**src/rtl/avr_spi_buf.sv**
```systemverilog
// avr_spi_buf: TX/RX byte FIFOs in front of the AVR SPI core's data register.
// The CPU pushes TX bytes and pops RX bytes through BUFD and controls and
// observes the buffer through BUFS. A small FSM hands TX bytes to the core one
// at a time and captures each received byte when the core finishes a transfer.
module avr_spi_buf #(
  parameter int         DEPTH_LOG2   = 2,
  parameter logic [5:0] BUFD_Address = 6'h30,
  parameter logic [5:0] BUFS_Address = 6'h31
) (
  input  logic       clk,
  input  logic       rst_n,
  input  logic       clken,
  input  logic [5:0] adr,
  input  logic [7:0] dbus_in,
  input  logic       iore,
  input  logic       iowe,
  output logic [7:0] dbus_out,
  output logic       out_en,
  output logic       core_wr,
  output logic [7:0] core_wdata,
  input  logic       core_done,
  input  logic [7:0] core_rdata,
  output logic       bufirq
);

  localparam int DEPTH = 1 << DEPTH_LOG2;
  localparam logic [DEPTH_LOG2:0]   FULL_CNT = (DEPTH_LOG2 + 1)'(DEPTH);
  localparam logic [DEPTH_LOG2-1:0] PTR_ONE  = (DEPTH_LOG2)'(1);

  typedef enum logic [1:0] {IDLE, LOAD, WAIT} state_t;

  state_t state;

  logic [7:0]            tx_mem [DEPTH];
  logic [7:0]            rx_mem [DEPTH];
  logic [DEPTH_LOG2-1:0] tx_rd, tx_wr, rx_rd, rx_wr;
  logic [DEPTH_LOG2:0]   tx_cnt, rx_cnt;

  logic en, ie, txovf, rxovf;
  logic wr_q;

  logic bufd_hit, bufs_hit;
  logic txempty, txfull, rxempty, rxfull;
  logic flush;
  logic tx_push_req, tx_push, tx_pop, tx_drop;
  logic rx_take, rx_push, rx_pop, rx_drop;
  logic [7:0] status;

  assign bufd_hit = (adr == BUFD_Address);
  assign bufs_hit = (adr == BUFS_Address);

  assign txempty = (tx_cnt == '0);
  assign txfull  = (tx_cnt == FULL_CNT);
  assign rxempty = (rx_cnt == '0);
  assign rxfull  = (rx_cnt == FULL_CNT);

  // Clearing en flushes both FIFOs; it overrides every other pointer update.
  assign flush = clken & iowe & bufs_hit & en & ~dbus_in[7];

  // A full TX still accepts a push when the FSM frees a slot on the same edge.
  assign tx_pop      = clken & (state == LOAD) & ~txempty;
  assign tx_push_req = clken & iowe & bufd_hit;
  assign tx_push     = tx_push_req & (~txfull | tx_pop);
  assign tx_drop     = tx_push_req & txfull & ~tx_pop;

  // Received bytes are discarded once the buffer has been disabled.
  assign rx_pop  = clken & iore & bufd_hit & ~rxempty;
  assign rx_take = clken & (state == WAIT) & core_done & en & ~flush;
  assign rx_push = rx_take & (~rxfull | rx_pop);
  assign rx_drop = rx_take & rxfull & ~rx_pop;

  assign status = {en, ie, rxovf, txovf, rxfull, rxempty, txfull, txempty};

  assign out_en  = iore & (bufd_hit | bufs_hit);
  assign core_wr = wr_q & clken;

  // Combinational read mux for the two I/O registers.
  always_comb begin
    dbus_out = 8'h00;
    if (bufd_hit) begin
      dbus_out = rxempty ? 8'h00 : rx_mem[rx_rd];
    end else if (bufs_hit) begin
      dbus_out = status;
    end
  end

  // FIFO storage; contents need no reset because counts gate every read.
  always_ff @(posedge clk) begin
    if (tx_push) tx_mem[tx_wr] <= dbus_in;
    if (rx_push) rx_mem[rx_wr] <= core_rdata;
  end

  // FIFO pointers and occupancy counts.
  always_ff @(posedge clk) begin
    if (!rst_n || flush) begin
      tx_rd  <= '0;
      tx_wr  <= '0;
      tx_cnt <= '0;
      rx_rd  <= '0;
      rx_wr  <= '0;
      rx_cnt <= '0;
    end else begin
      if (tx_push) tx_wr <= tx_wr + PTR_ONE;
      if (tx_pop)  tx_rd <= tx_rd + PTR_ONE;
      tx_cnt <= tx_cnt + (DEPTH_LOG2 + 1)'(tx_push) - (DEPTH_LOG2 + 1)'(tx_pop);
      if (rx_push) rx_wr <= rx_wr + PTR_ONE;
      if (rx_pop)  rx_rd <= rx_rd + PTR_ONE;
      rx_cnt <= rx_cnt + (DEPTH_LOG2 + 1)'(rx_push) - (DEPTH_LOG2 + 1)'(rx_pop);
    end
  end

  // Control bits and sticky overflow flags; a new overflow beats a clear.
  always_ff @(posedge clk) begin
    if (!rst_n) begin
      en    <= 1'b0;
      ie    <= 1'b0;
      txovf <= 1'b0;
      rxovf <= 1'b0;
    end else if (clken) begin
      if (iowe && bufs_hit) begin
        en <= dbus_in[7];
        ie <= dbus_in[6];
        if (dbus_in[4]) txovf <= 1'b0;
        if (dbus_in[5]) rxovf <= 1'b0;
      end
      if (tx_drop) txovf <= 1'b1;
      if (rx_drop) rxovf <= 1'b1;
    end
  end

  // Transfer FSM with registered core strobe, core data and interrupt.
  always_ff @(posedge clk) begin
    if (!rst_n) begin
      state      <= IDLE;
      wr_q       <= 1'b0;
      core_wdata <= 8'h00;
      bufirq     <= 1'b0;
    end else if (clken) begin
      bufirq <= ie & en & txempty & (state == IDLE);
      case (state)
        IDLE: begin
          // A flush on this edge cancels the launch so no stale byte escapes.
          if (en && !txempty && !flush) begin
            state      <= LOAD;
            wr_q       <= 1'b1;
            core_wdata <= tx_mem[tx_rd];
          end
        end
        LOAD: begin
          state <= WAIT;
          wr_q  <= 1'b0;
        end
        WAIT: begin
          if (core_done) state <= IDLE;
        end
        default: begin
          state <= IDLE;
          wr_q  <= 1'b0;
        end
      endcase
    end
  end

endmodule

```
**config.mk**
```make
export PLATFORM = sky130hd
export DESIGN_NAME = avr_spi_buf
export DESIGN_NICKNAME = d
export VERILOG_FILES = /design/src/rtl/avr_spi_buf.sv
export SDC_FILE = /design/constraint.sdc
export NUM_CORES = 1
export LEC_CHECK = 0
export ABC_AREA = 1
export CAP_MARGIN = 20
export CELL_PAD_IN_SITES_DETAIL_PLACEMENT = 1
export CELL_PAD_IN_SITES_GLOBAL_PLACEMENT = 1
export CORE_AREA = 3 3 94 163
export CTS_CLUSTER_DIAMETER = 100
export DETAILED_ROUTE_END_ITERATION = 10
export DIE_AREA = 0 0 97 166
export PLACE_DENSITY_LB_ADDON = 0.1
export SLEW_MARGIN = 20
export SYNTH_ARGS = -nofsm -noshare
export SYNTH_HDL_FRONTEND = slang
export SYNTH_SLANG_ARGS = --single-unit
```
**constraint.sdc**
```tcl
create_clock -name clk -period 5.2 [get_ports clk]
set_input_delay 1.3 -clock clk [delete_from_list [all_inputs] [get_ports clk]]
set_output_delay 1.3 -clock clk [all_outputs]
set_load 0.01 [all_outputs]
```
==> results of run 1 <==
==> flip-flops by register name, summed over array words and instances (netlist names), 3 cells and up, named ones only <==
register,cells
rx_cnt,3
core_wdata,8
rx_mem,32
tx_cnt,3
tx_mem,32
==> where the power goes <==
group          switching, uW  internal, uW  total (uW)  leakage (uW)
Combinational           20.3          20.9        41.2      0.000853
Clock                    267           373         640      0.000135
Sequential             0.214           812         813      0.000833
==> Yosys cell counts (2+ instances only) <==
cell / instances
fa_1: 2
dfxtp_1: 32
buf_2: 5
o21ai_1: 2
o32ai_1: 8
nand2_2: 2
a32o_1: 2
edfxtp_1: 64
o21ai_0: 25
inv_1: 50
nand3_1: 6
o22ai_1: 4
nand4_1: 4
clkbuf_1: 2
nor2_2: 18
nor2_4: 2
ha_1: 12
o22a_1: 6
inv_2: 3
nor2_1: 68
a21oi_1: 12
nand3_4: 2
xor2_1: 4
nand2_1: 54
==> per-stage QoR <==
step	instance area, sq um	total power, uW	std cells	util (%)
2_1_floorplan	4210	840	403	-
3_3_place_gp	4830	870	616	34.4
3_5_place_dp	4830	871	616	34.4
4_1_cts	5110	1520	632	36.4
5_1_grt	5110	1560	632	36.4
6_report	5110	1490	632	36.4
==> worst min-delay path: cells and delay by family, from the launching register on <==
| family | cells | cell delay, ps |
|---|---|---|
| AND/OR/NAND/NOR | 1 | 60 |
| flip-flops | 1 | 310 |
| AO/OA/AOI/OAI | 1 | 60 |
==> cell families (layout without fill, tap and decap cells) <==
kind of cell,after synthesis,in the layout,share of synthesized area [%]
buf+inv,64,116,6.22
simple gates,160,160,17.5
fa+ha+maj,14,14,4.52
xor+xnor,5,5,1.04
flops,96,96,60.9
compound gates,64,64,9.76
==> how the worst min path moves through the flow <==
stage,from,to
2_1_floorplan,rxovf,rxovf
3_3_place_gp,bufirq,bufirq
3_5_place_dp,txovf,txovf
4_1_cts,bufirq,bufirq
5_1_grt,txovf,txovf
6_report,bufirq,bufirq
==> routing by layer <==
metal	share of wire (%)	track usage, %
met1	38	14.0
met2	57	26.7
met3	2.3	2.56
met4	1.9	5.32
met5	0	0
==> placed cells by master, fill, tap and decap left out, types with 2 or more instances in the layout <==
cell type / count
nand3_4: 2
clkbuf_1: 4
o21ai_0: 25
nor2_4: 2
nor2_2: 18
o32ai_1: 8
a21oi_1: 12
edfxtp_1: 64
inv_2: 3
o21ai_1: 2
dfxtp_1: 32
ha_1: 12
nand2_2: 2
nand2_1: 54
a32o_1: 2
o22a_1: 6
nor2_1: 68
clkbuf_16: 9
nand4_1: 4
inv_1: 50
o22ai_1: 4
clkdlybuf4s50_1: 46
xor2_1: 4
fa_1: 2
clkinv_1: 2
nand3_1: 6
==> cell type report <==
class	instances	area (sq um)	area share [%]
inverter	54	203	3.97
clock buffer	13	240	4.70
multi-input combinational	243	1380	27.0
tap	177	221	4.33
timing repair buffer	46	460	9.01
clock inverter	3	42.5	0.832
sequential	96	2560	50.1
==> impl_metrics.env, run 1 <==
export IMPL_grt_pass1_wl_mm=17.0
export IMPL_slowest_stage="clkdlybuf4s50_1"
export IMPL_hold_class="reg2reg"
export IMPL_viasPerCell=4.63
export IMPL_crit_start="adr[3]"
export IMPL_status="completed"
export IMPL_post_route_min_period_ps=4450
export IMPL_r2r_end="tx_cnt[2]"
export IMPL_grtUsageTotal_pct=13.7
export IMPL_worstPathArrival_ps=3150
export IMPL_yosysWarningCount=0
export IMPL_die_y_um=166
export IMPL_yosys_top_cells_area="edfxtp_1 46%, dfxtp_1 15%, nor2_1 6.1%"
export IMPL_port_buffer_count=46
export IMPL_worst_ep_required_time_ps=3900
export IMPL_crit_chain="clkdlybuf4s50_1, nor2_1, nand2_1, inv_1, nand2_1, inv_1, nand2_1, o21ai_0, clkdlybuf4s50_1"
export IMPL_clk_pin_slew_ps=60
export IMPL_initial_utilization_pct=29.9
export IMPL_num_vias=2928
export IMPL_synth_top_area_share_pct=45.7
export IMPL_syn_nets=445
export IMPL_critPathLaunchType="input pin"
export IMPL_cts_tree="yes"
export IMPL_synth_ff_type="edfxtp_1"
export IMPL_rsz0062_at_grt="no"
export IMPL_area_growth_pct=21.5
export IMPL_regToRegSetupSlack_ps=2800
export IMPL_layout_setup_ws_ps=746
export IMPL_reg2reg_depth=10
export IMPL_place_ws_ps=707
export IMPL_crit_fanout=8
export IMPL_async_flop_share_pct=0
export IMPL_cp_num_cells=9
export IMPL_cpPeakStageDelay_ps=570
export IMPL_grt_max_degree=19
export IMPL_path_class="in2out"
export IMPL_fillers=1548
export IMPL_grt_overflow_total=0
export IMPL_endpoint="dbus_out[4]"
export IMPL_finalCritPeriodShare_pct=85.7
export IMPL_finClkSkew_ps=6.20
export IMPL_hold_path_depth=2
export IMPL_max_vdd_ir_drop_mv=0.173
export IMPL_wl_per_cell_um=16.7
export IMPL_syn_area_per_cell_sq_um=10.4
export IMPL_dr_pass1_iters=4
export IMPL_tightest_slew_ps=971
export IMPL_synth_seq_cells=96
export IMPL_max_slew_margin_rel_pct=35.0
export IMPL_antenna_found_initial=0
export IMPL_final_nets=492
export IMPL_synth_area_leader_cell="edfxtp_1"
export IMPL_rows=57
export IMPL_slew_viol_final=0
export IMPL_synth_seq_area_share_pct=60.9
export IMPL_end_kind="output port"
export IMPL_synth_cell_types=38
export IMPL_clk_latency_ps=340
export IMPL_grt_pass1_vias=3220
export IMPL_drive_gt1_share_pct=9.23
export IMPL_place_hpwl_mm=7.88
export IMPL_cpMostUsedCell="nand2_1"
export IMPL_die_area_sq_um=16100
export IMPL_r2r_start="tx_cnt[1]"
export IMPL_totalWireLength_mm=10.6
export IMPL_power_per_cell_area_nw_per_um2=292
export IMPL_fin_tns_setup_ps=0
export IMPL_clock_fmax_ghz=0.225
export IMPL_clock_root_buffer="clkbuf_16"
export IMPL_syn_inst=403
export IMPL_post_cts_buffers=0
export IMPL_io_pin_count=47
export IMPL_ctsHoldBuffers=0
export IMPL_ant_nets=0
export IMPL_worst_path_buf_inv=4
export IMPL_antennaDiodeCount=0
export IMPL_hold_violations=0
export IMPL_finalSetupViolations=0
export IMPL_synth_edff_count=64
export IMPL_die_w_um=97
export IMPL_ctsLongestPathBuffers=2
export IMPL_gp_congestion=0.744
export IMPL_netlist_area_sq_um=4210
export IMPL_core_sq_um=14000
export IMPL_cts_buffers=9
export IMPL_cap_violations=0
export IMPL_p_leak_uw=0.00182
export IMPL_drtIter0Drc=72
export IMPL_worst_hold_slack_ps=479
export IMPL_clock_sinks=96
export IMPL_critical_path_top_delay_family="buffers and inverters"
export IMPL_cts_resized=0
export IMPL_drc=0
export IMPL_htree_num_levels=3
Power figures use the tool's default switching activity.
==> inputs of run 2 (changes only) <==
Settings changed: REMOVE_ABC_BUFFERS set to 1, SETUP_SLACK_MARGIN set to 0.3, TNS_END_PERCENT set to 20.
==> run 2 against run 1 <==
  * Highest routed layer unchanged
  * Register-to-register slack about the same
  * Cell count up 0.16%
  * Largest cell class unchanged
  * Clock-buffer cell count decreased by 4
  * Clock skew up 3.1 ps
  * Routed wire length down 2.9%
  * Non-clock buffer count increased by 1
  * Combinational power grew 1%
  * Worst hold slack lost 2.2 ps
  * Total power rose by 1.7%
  * Cell area increased by 0.37%
==> impl_metrics.env, run 2 (synthesis gave the netlist of run 1 again) <==
export IMPL_grtUsageMet2_pct=26.0
export IMPL_cts_buffers=9
export IMPL_hold_violations=0
export IMPL_hold_class="reg2reg"
export IMPL_post_route_min_period_ps=4470
export IMPL_clkPwrFrac_pct=43.8
export IMPL_final_area_sq_um=5130
export IMPL_dpl_instance_area_sq_um=4840
export IMPL_crit_fanout=8
export IMPL_ctsLongestPathBuffers=2
export IMPL_finalSetupViolations=0
export IMPL_crit_chain="clkdlybuf4s50_1, nand2_1, nor2_1, nand2_1, inv_1, nand2_1, o21ai_0, clkdlybuf4s50_1"
export IMPL_num_vias=2945
export IMPL_drtIter0Drc=59
export IMPL_top_regs="rx_mem x32, tx_mem x32, core_wdata x8"
export IMPL_drive_gt1_share_pct=10.3
export IMPL_grt_max_degree=19
export IMPL_power_switching_uw=313
export IMPL_internal_power_uw=1210
export IMPL_clk_pin_slew_ps=70
export IMPL_port_buffer_count=46
export IMPL_grt_pass1_vias=3167
export IMPL_finClkSkew_ps=9.29
export IMPL_grt_pass1_wl_mm=16.5
export IMPL_tightest_slew_ps=989
export IMPL_clock_sinks=96
export IMPL_path_class="in2out"
export IMPL_rsz0062_at_grt="no"
export IMPL_p_leak_uw=0.00183
export IMPL_cts_tree="yes"
export IMPL_cpMostUsedCell="nand2_1"
export IMPL_final_cell_mix="68 x nor2_1, 64 x edfxtp_1, 54 x nand2_1, 50 x inv_1, 46 x clkdlybuf4s50_1"
export IMPL_critPathLaunchType="input pin"
export IMPL_netSwitchingFraction_pct=20.6
export IMPL_clock_root_buffer="clkbuf_16"
export IMPL_post_cts_buffers=0
export IMPL_max_vdd_ir_drop_mv=0.139
export IMPL_worstPathArrival_ps=3170
export IMPL_cap_violations=0
export IMPL_antenna_found_initial=0
export IMPL_worst_path_buf_inv=3
export IMPL_htree_num_levels=3
export IMPL_final_nets=493
export IMPL_dr_pass1_iters=4
export IMPL_status="completed"
export IMPL_antennaDiodeCount=0
export IMPL_power_per_cell_area_nw_per_um2=296
export IMPL_place_hpwl_mm=7.83
export IMPL_cts_resized=0
export IMPL_ctsHoldBuffers=0
export IMPL_slew_viol_final=0
export IMPL_grt_overflow_total=0
export IMPL_wl_per_cell_um=16.2
export IMPL_grtUsageTotal_pct=13.2
export IMPL_top_usage_layer="met2"
export IMPL_totalWireLength_mm=10.3
export IMPL_finalCritPeriodShare_pct=86.0
export IMPL_die_area_sq_um=16100
export IMPL_fin_tns_setup_ps=0
export IMPL_seqPwrFrac_pct=53.5
export IMPL_pwr_share_comb_pct=2.7
export IMPL_drc=0
export IMPL_grt_util_met3_pct=2.23
export IMPL_initial_utilization_pct=29.9
export IMPL_rows=57
export IMPL_layout_commonest_cell="nor2_1"
export IMPL_end_kind="output port"
export IMPL_core_sq_um=14000
export IMPL_viasPerCell=4.65
export IMPL_io_pin_count=47
export IMPL_global_route_usage_met1_pct=13.6
export IMPL_slowest_stage="clkdlybuf4s50_1"
export IMPL_worst_ep_required_time_ps=3900
export IMPL_clock_fmax_ghz=0.224
export IMPL_die_y_um=166
export IMPL_critical_path_top_delay_family="buffers and inverters"
export IMPL_area_growth_pct=22.0
export IMPL_cpPeakStageDelay_ps=580
export IMPL_gp_congestion=0.733
export IMPL_ant_nets=0
export IMPL_max_slew_margin_rel_pct=33.8
export IMPL_clk_latency_ps=340
export IMPL_die_w_um=97
run 2: cell count changes in the layout (fill, tap and decap cells not counted):
cell / before / now
clkbuf_1: 4 / 0
clkinv_2: 0 / 2
inv_6: 0 / 2
buf_4: 0 / 1
clkinv_4: 1 / 0
clkinvlp_4: 0 / 1
run 2: worst paths after layout:
check | startpoint | end | slack, ps | cells after the start
setup / recovery | adr[4] | dbus_out[3] | 730 | 8
hold / removal | bufirq | bufirq | 480 | 2
setup reg to reg | tx_cnt[1] | tx_cnt[2] | 2790 | 10
hold reg to reg | bufirq | bufirq | 480 | 2
run 2: cell type report:
| type | count | area (sq um) |
|---|---|---|
| clock inverter | 7 | 68.8 |
| sequential | 96 | 2560 |
| tap | 177 | 221 |
| inverter | 54 | 203 |
| fill | 1555 | 8920 |
| clock buffer | 9 | 225 |
| multi-input combinational | 243 | 1380 |
| timing repair buffer | 47 | 468 |
run 2: tightest hold or removal path, cell delays in order, from the launching register on:
cell and delay (ps):
dfxtp_1 310, nand2_1 60, a21oi_1 60
run 2: per-stage QoR:
step	worst slack (ps)	hold WS (ps)	util (%)	power, uW	cells
floorplan	1800	444	-	839	393
global placement	774	461	34.4	871	617
detailed placement	715	471	34.4	872	617
CTS	713	481	36.5	1540	633
global route	548	510	36.5	1570	633
finish	730	477	36.5	1520	633
run 2: routing by layer:
metal | part of all wire (%) | wire length (um)
met4 | 1.8 | 184
met3 | 2.5 | 256
met2 | 57 | 5890
met5 | 0 | 0
met1 | 38 | 3940
run 2: power by group through the flow:
stage               logic [uW]  clock network (uW)  registers (uW)
CTS                       42.7                 689             812
detailed placement        42.4                   0             829
finish                    41.7                 665             812
global placement          41.5                   0             829
global route              46.0                 715             812
floorplan                 9.07                   0             830
